<file path="config.mk">
export PLATFORM = sky130hd
export DESIGN_NAME = floo_progress_monitor
export DESIGN_NICKNAME = d
export VERILOG_FILES = /design/src/rtl/floo_pkg.sv /design/src/rtl/floo_sat_counter.sv /design/src/rtl/floo_progress_monitor.sv
export SDC_FILE = /design/constraint.sdc
export NUM_CORES = 1
export LEC_CHECK = 0
export BUFFER_PORTS_ARGS = -buffer_cell sky130_fd_sc_hd__buf_2
export CORE_MARGIN = 4
export CORE_UTILIZATION = 35
export DETAILED_ROUTE_END_ITERATION = 8
export GPL_TIMING_DRIVEN = 0
export SYNTH_ARGS = -nofsm -noshare
export SYNTH_HDL_FRONTEND = slang
export SYNTH_HIERARCHICAL = 1
export SYNTH_SLANG_ARGS = --single-unit
</file>
<file path="constraint.sdc">
create_clock -name clk_i -period 7.3 [get_ports clk_i]
set_input_delay 0.365 -clock clk_i [delete_from_list [all_inputs] [get_ports clk_i]]
set_output_delay 0.365 -clock clk_i [all_outputs]
set_load 0.02 [all_outputs]
</file>
<file path="src/rtl/floo_pkg.sv">
// Shared types for the FlooNoC progress monitor.
// Holds the monitor FSM state encoding.
package floo_pkg;

  localparam int unsigned MonStateW = 2;

  typedef enum logic [MonStateW-1:0] {
    MON_IDLE    = 2'd0,
    MON_RUN     = 2'd1,
    MON_DONE    = 2'd2,
    MON_TIMEOUT = 2'd3
  } monitor_state_e;

endpackage

</file>
<file path="src/rtl/floo_sat_counter.sv">
// Saturating up-counter with synchronous clear.
// Holds at all-ones instead of wrapping.
module floo_sat_counter #(
  parameter int unsigned Width = 32
) (
  input  logic             clk_i,
  input  logic             rst_i,
  input  logic             clr,
  input  logic             inc,
  output logic [Width-1:0] cnt_o
);

  logic [Width-1:0] r_cnt;

  always_ff @(posedge clk_i or posedge rst_i) begin
    if (rst_i) begin
      r_cnt <= '0;
    end else if (clr) begin
      r_cnt <= '0;
    end else if (inc && (r_cnt != '1)) begin
      r_cnt <= r_cnt + Width'(1);
    end
  end

  assign cnt_o = r_cnt;

endmodule

</file>
<file path="src/rtl/floo_progress_monitor.sv">
// Watches per-lane completions and done flags of a NoC run,
// declaring DONE when all lanes finish or TIMEOUT on a stall.
module floo_progress_monitor
  import floo_pkg::*;
#(
  parameter int unsigned NumNodes      = 4,
  parameter int unsigned NumChans      = 2,
  parameter int unsigned CntWidth      = 32,
  parameter int unsigned TimeoutCycles = 10000,
  localparam int unsigned L            = NumNodes * NumChans,
  localparam int unsigned IdleW        = $clog2(TimeoutCycles)
) (
  input  logic                  clk_i,
  input  logic                  rst_i,
  input  logic                  start_i,
  input  logic                  clear_i,
  input  logic [L-1:0]          done_i,
  input  logic [L-1:0]          cpl_i,
  output logic [1:0]            state_o,
  output logic                  all_done_o,
  output logic                  timeout_o,
  output logic [L-1:0]          done_mask_o,
  output logic [L*CntWidth-1:0] cpl_cnt_o,
  output logic [IdleW-1:0]      idle_cnt_o
);

  localparam logic [IdleW-1:0] IdleMax = IdleW'(TimeoutCycles - 1);

  monitor_state_e   r_state, w_state_nxt;
  logic [L-1:0]     r_mask, w_mask_nxt;
  logic [IdleW-1:0] r_idle, w_idle_nxt;

  logic w_run;
  logic w_any_cpl;
  logic w_idle_max;
  logic w_all_done;
  logic w_cnt_clr;

  assign w_run      = (r_state == MON_RUN);
  assign w_any_cpl  = |cpl_i;
  assign w_idle_max = (r_idle == IdleMax);
  assign w_all_done = &(r_mask | done_i);
  assign w_cnt_clr  = clear_i | (r_state == MON_IDLE);

  always_ff @(posedge clk_i or posedge rst_i) begin
    if (rst_i) begin
      r_state <= MON_IDLE;
      r_mask  <= '0;
      r_idle  <= '0;
    end else begin
      r_state <= w_state_nxt;
      r_mask  <= w_mask_nxt;
      r_idle  <= w_idle_nxt;
    end
  end

  // Idle count saturates so a DONE win at the limit keeps it at max
  always_comb begin
    w_state_nxt = r_state;
    w_mask_nxt  = r_mask;
    w_idle_nxt  = r_idle;
    if (clear_i) begin
      w_state_nxt = MON_IDLE;
      w_mask_nxt  = '0;
      w_idle_nxt  = '0;
    end else begin
      unique case (r_state)
        MON_IDLE: begin
          if (start_i) w_state_nxt = MON_RUN;
        end
        MON_RUN: begin
          w_mask_nxt = r_mask | done_i;
          if (w_any_cpl) begin
            w_idle_nxt = '0;
          end else if (!w_idle_max) begin
            w_idle_nxt = r_idle + IdleW'(1);
          end
          if (w_all_done) begin
            w_state_nxt = MON_DONE;
          end else if (!w_any_cpl && w_idle_max) begin
            w_state_nxt = MON_TIMEOUT;
          end
        end
        default: begin
        end
      endcase
    end
  end

  for (genvar g = 0; g < L; g++) begin : g_lane
    floo_sat_counter #(
      .Width(CntWidth)
    ) u_cnt (
      .clk_i (clk_i),
      .rst_i (rst_i),
      .clr   (w_cnt_clr),
      .inc   (w_run & cpl_i[g]),
      .cnt_o (cpl_cnt_o[g*CntWidth +: CntWidth])
    );
  end

  assign state_o     = r_state;
  assign all_done_o  = (r_state == MON_DONE);
  assign timeout_o   = (r_state == MON_TIMEOUT);
  assign done_mask_o = r_mask;
  assign idle_cnt_o  = r_idle;

endmodule

</file>
---- After elaboration in Yosys (flattened, before gate mapping) ----
Index checks and enable logic that the tools add are counted.
word-level totals
  register bits ........................... 280
  input bits .............................. 20
  output and inout port bits .............. 282
  word-level logic and storage cells ...... 97
operators by class
  add/subtract/negate cells ............... 9
  eq/ne operators ......................... 15
  muxes and demuxes ....................... 27
  bitwise logic cells ..................... 10
  reductions and logical operators ........ 25
operator list
  kind                                                   count
  2-to-1 mux 32 bit                                      16
  adder 32 x 1 -> 32 bit, second input constant          8
  inequality test 32 bit, second input constant          8
  2-to-1 mux 14 bit                                      4
  nonzero test 2 bit                                     9
  2-to-1 mux 8 bit                                       2
  adder 14 x 1 -> 14 bit, second input constant          1
  equality test 14 bit, second input constant            1
  logical AND 1 bit                                      9
  bitwise AND 1 bit                                      8
  2-to-1 mux 2 bit                                       4
  OR 8 bit                                               1
  AND reduction 8 bit                                    1
  OR reduction 8 bit                                     1
  inequality test 3 bit, second input constant           2
  equality test 2 bit, second input constant             2
  inequality test 4 x 2 -> 1 bit, second input constant  1
  case mux 2 bit (2 select lines)                        1
  AND reduction 3 bit                                    1
  nonzero test 3 bit                                     1
  equality test 2 x 1 -> 1 bit, second input constant    1
  zero test 2 bit                                        1
  AND reduction 2 bit                                    1
  zero test 1 bit                                        1
  OR 1 bit                                               1

---- Depth between registers and ports, before layout ----
  depth after elaboration ................. 7
  depth in mapped cells ................... 9
  gate-level depth less buffers ........... 7

---- Modules after synthesis ----
The synthesis kept the hierarchy.
modules (own cells, without submodules)
  module                                  instances  cells an instance  area an instance (um^2)  seq. area each (um^2)
  floo_sat_counter (g_lane[0].u_cnt ...)  7          186                1740.4                   800.8
  floo_sat_counter (g_lane[3].u_cnt)      1          195                1826.8                   800.8
  floo_progress_monitor                   1          154                1378.8                   600.6

---- Least setup slack after synthesis ----
OpenSTA, ideal clock, no wires.
  kind .................................... register to register
  start ................................... reg r_state[0] (netlist: state_o[0])
  end ..................................... reg g_lane[0].u_cnt.r_cnt[19]
  setup time .............................. 78 ps
  data arrival time ....................... 2528 ps
  data required time ...................... 7222 ps
  setup slack ............................. 4694 ps
  cell stages (with the launch flop) ...... 10
  buffers on the path ..................... 2
  clock period less this slack ............ 2606 ps
  cells stage by stage .................... dfrtp_1 -> nor2b_1 -> clkbuf_1 -> and2_1 -> nand4_1 -> nor3_1 -> o311ai_1 -> buf_2 -> or4_1 -> a21oi_1
between the ends
  cells in the longest elaborated chain, start to end .. 4
  elaborated cells between the ends (all ways) .. 7
  classes of those cells .................. eq/ne (1); mux (1); bitwise (2); reduce/logical (3)
ends and longest elaborated chain
  item                                 RTL line                     source
  start: declaration                   floo_progress_monitor.sv:29  monitor_state_e r_state, w_state_nxt;
  start signal: assignment             floo_progress_monitor.sv:51  r_state <= w_state_nxt;
  equality test 2 x 1 -> 1 bit         floo_progress_monitor.sv:39  assign w_run = (r_state == MON_RUN);
  bitwise AND 1 bit                    floo_progress_monitor.sv:97  .inc (w_run & cpl_i[g]),
  logical AND 1 bit                    floo_sat_counter.sv:20       end else if (inc && (r_cnt != '1)) begin
  nonzero test 2 bit (no source line)  -
  end signal: assignment               floo_sat_counter.sv:21       r_cnt <= r_cnt + Width'(1);
  end: declaration                     floo_sat_counter.sv:13       logic [Width-1:0] r_cnt;
Parallel ways exist; a longest one is shown, timed or not.
A chain may end at the register's enable or synchronous reset.

---- Worst setup path in the final report ----
  start ................................... reg r_state[0] (netlist: state_o[0])
  end ..................................... reg g_lane[7].u_cnt.r_cnt[19]
between the ends
  cells in the longest elaborated chain, start to end .. 4
  elaborated cells between the ends (all ways) .. 7
  classes of those cells .................. eq/ne (1); mux (1); bitwise (2); reduce/logical (3)
ends and longest elaborated chain
  item                                 RTL line
  equality test 2 x 1 -> 1 bit         floo_progress_monitor.sv:39
  bitwise AND 1 bit                    floo_progress_monitor.sv:97
  logical AND 1 bit                    floo_sat_counter.sv:20
  nonzero test 2 bit (no source line)  -
  end signal: assignment               floo_sat_counter.sv:21
  end: declaration                     floo_sat_counter.sv:13
Parallel ways exist; a longest one is shown, timed or not.

==> results.md <==
- Max-cap violations: 0
- Worst vdd ir: 0.167 mV
- Initial antenna violation count: 0
- DP Area: 17600 µm²
- First drt pass iteration count: 6
- Yosys cell types: 60
- CP Buf/Inv Count: 2
- Synth Flop Type: dfrtp_1
- Setup_tns: 0 ns
- Postcts setup bufs: 0
- Fraction of the mapped netlist area in adder cells: 0.00732
- Max Fanout on Critical Path: 10
- Final hold violation count: 0
- GP Congestion: 0.876
- CTS H-tree depth: 2
- Hold Crit Start: clear_i
- N_diodes: 0
- FMAX: 302 MHz
- Slew HR: 0.169
- Slowest cell delay on critical path: 0.46 ns
- Slew Limit Fails: 0
- Leak: 7.77 nW
- Initial cell density of the core: 0.356
- Status: finished, final reports clean
- Setup CP Type: flop to flop
- Most frequent cells in the layout: buf_2 (314), dfrtp_1 (280), a21oi_1 (220)
- Post-synthesis compound-gate area fraction: 0.209
- Area of the multi-input gates: 7830 µm²
- Avg Cell Area, Syn: 9.32 µm²
- YS warnings: 6
- Core Rows: 76
- Core box area: 43300 µm²
- HPWL Detailed: 33400 µm
- Worst hold path type: primary input to flop
- I/O pin total: 302
- Largest net degree at the start of global routing: 38
- Seq/Total Area, Yosys: 0.455
- Number of CTS-inserted buffers: 36
- Mapped Area: 15400 µm²
- Worst-margin pin slew: 1.23 ns
- PwrDens: 182 nW/µm²
- Most common cell after layout, fill and taps aside: buf_2
- Worst-Skew Late Latency: 0.55 ns
- ANT nets after route: 0
- Tmin final: 3.31 ns
- CP top delay family: simple AND/OR/NAND/NOR gates
- Tcrit/Tclk final: 0.453
- Post-DR wirelength/cell: 18.0 µm
- Critical-path cell list: nor2b_1 > clkbuf_1 > and2_1 > nand4_1 > nor3_1 > o311ai_1 > buf_2 > or4_1 > a21oi_1
- Drt initial violations: 1161
- Gr usage total: 0.191
- Die height: 218 µm
- Post-Syn Instances: 1651
- Total Wirelength: 46800 µm
- Flops & latches, synth: 280
- Setup WS post-layout: 3.99 ns
- Post-Syn Nets: 1680
- Longest Clk Path Bufs: 3
- RSZ-0062 raised after global routing: false
- Post-route cell area: 18900 µm²
- Simple logic cell fraction of the synthesized area: 0.267
- Reg-to-reg slack, setup: 3.99 ns
- R2R depth: 9
- Global route overflow: 0
- Vias: 15100
- Layout Skew: 0.0194 ns
- CP startpoint: state_o[0]
- Vias per Instance: 5.78
- Reg2reg start: state_o[0]
- Clk slew on worst S/H paths: 0.05 ns
- Largest family of logic cells by synthesized area: simple AND/OR/NAND/NOR gates
- Async SR Flop Fraction: 1.00
- # DRC: 0
- Crit path arrival time: 3.78 ns
- CP Capture Type: flop
- Worst Hold Endpoint: idle_cnt_o[1]
- Pre-CTS setup slack: 3.94 ns
- Register Area: 7010 µm²
- Critical Path RT: 7.77 ns
- Reg-to-Reg End: g_lane[7].u_cnt/cnt_o[19]
- Layout area overhead: 22.6%
- IO Port Bufs: 301
- Clock root buffer: clkbuf_16
- First-pass GRT wire length: 75400 µm
- Clock sinks: 280
- Startpoint Class: flop
- Number of flops mapped to enable cells by yosys: 0
- XOR/XNOR share of the synthesized area: 0.0188
- Net count, final: 2024
- Min-Delay Path Depth: 2
- Fill cell count: 4308
- Fin Hold WS: 0.0692 ns
- Finish-stage setup viols: 0
- Proportion of layout cells with a drive suffix above 1: 0.220
- Worst path slowest cell: dfrtp_1
- Die W: 218 µm
- Number of global-route vias before repair: 14100
- CTS tree: yes
- Mux cell area share after synthesis: 0.00594
- Die ar.: 47400 µm²
-- synthesized netlist by cell type, types with 4 or more instances --
master	count	area [µm²]
nand3_1	84	420
mux2i_1	8	80.1
nand4_1	53	332
or3_4	7	78.8
inv_1	65	244
nor4_1	26	163
and3_1	24	150
o41ai_2	7	114
nand2_1	103	387
ha_1	9	113
xor2_1	14	123
o21ba_2	7	70.1
o31a_1	7	61.3
o31ai_1	114	856
buf_2	13	65.1
clkbuf_1	35	131
and2_1	18	113
o21ai_0	99	495
o41ai_1	7	61.3
nand4_2	8	100
o22ai_1	4	25.0
o21ai_1	12	60.1
nor2_1	80	300
nor3_1	15	75.1
and4_1	30	263
o211a_1	7	70.1
or3_1	96	601
a21oi_1	220	1100
nor4_2	5	62.6
o311ai_0	7	61.3
or4_1	107	803
buf_6	10	113
o311ai_1	7	61.3
xnor2_1	19	166
or4_4	8	90.1
dfrtp_1	280	7010
-- worst max path at each step --
| stage | endpoint | slack, ns | cells past startpoint |
|---|---|---|---|
| final | g_lane[7].u_cnt/cnt_o[19] | 3.99 | 9 |
| after detailed placement | g_lane[6].u_cnt/cnt_o[19] | 3.94 | 9 |
| after CTS | g_lane[6].u_cnt/cnt_o[19] | 3.93 | 9 |
| after global routing | g_lane[0].u_cnt/cnt_o[19] | 3.56 | 9 |
| after floorplan | g_lane[0].u_cnt/cnt_o[19] | 4.69 | 9 |
| after global placement | g_lane[7].u_cnt/cnt_o[21] | 4.01 | 9 |
-- metrics by stage --
step	power [mW]	std cells	util
finish	3.43	2605	0.436
global route	3.56	2605	0.436
CTS	3.49	2600	0.434
detailed placement	1.72	2537	0.407
global placement	1.72	2537	0.407
floorplan	1.67	1651	-
-- layout make-up --
cell class | count | area share
Sequential cell | 280 | 0.371
Inverter | 65 | 0.0129
Timing Repair Buffer | 306 | 0.0846
Buffer | 59 | 0.0166
Clock inverter | 9 | 0.00424
Multi-Input combinational cell | 1247 | 0.415
Clock buffer | 54 | 0.0562
Tap cell | 585 | 0.0388
-- per-layer routing --
layer  global-route usage  wire (µm)  up-vias
li1                     -          -     7139
met1                0.259      20800     7417
met2                0.299      21200      411
met3               0.0486       3350       84
met4               0.0672       1430        0
met5                    0          0        -
-- where the power goes --
group	switching [mW]	internal, mW	total, mW	leakage [nW]
clock	0.700	1.04	1.74	0.561
combinational	0.101	0.0286	0.130	3.30
sequential	0.00421	1.56	1.56	3.91
-- logic make-up (layout without fill, tap and decap cells) --
group / Yosys count / count (layout)
simple gates: 680 / 680
buf+inv: 124 / 493
xor+xnor: 33 / 33
mux: 9 / 9
flops: 280 / 280
fa+ha+maj: 9 / 9
compound gates: 516 / 516
-- registers in the layout, indices dropped and copies added (netlist names) --
| signal | count |
|---|---|
| done_mask_o | 8 |
| idle_cnt_o | 14 |
| state_o | 2 |
| g_lane.u_cnt/cnt_o | 256 |
-- timing repair --
item,CTS,global route
resized for setup,0,0
endpoints found under the hold margin,0,7
hold buffers,0,1
(Power assumes the default switching activity.)
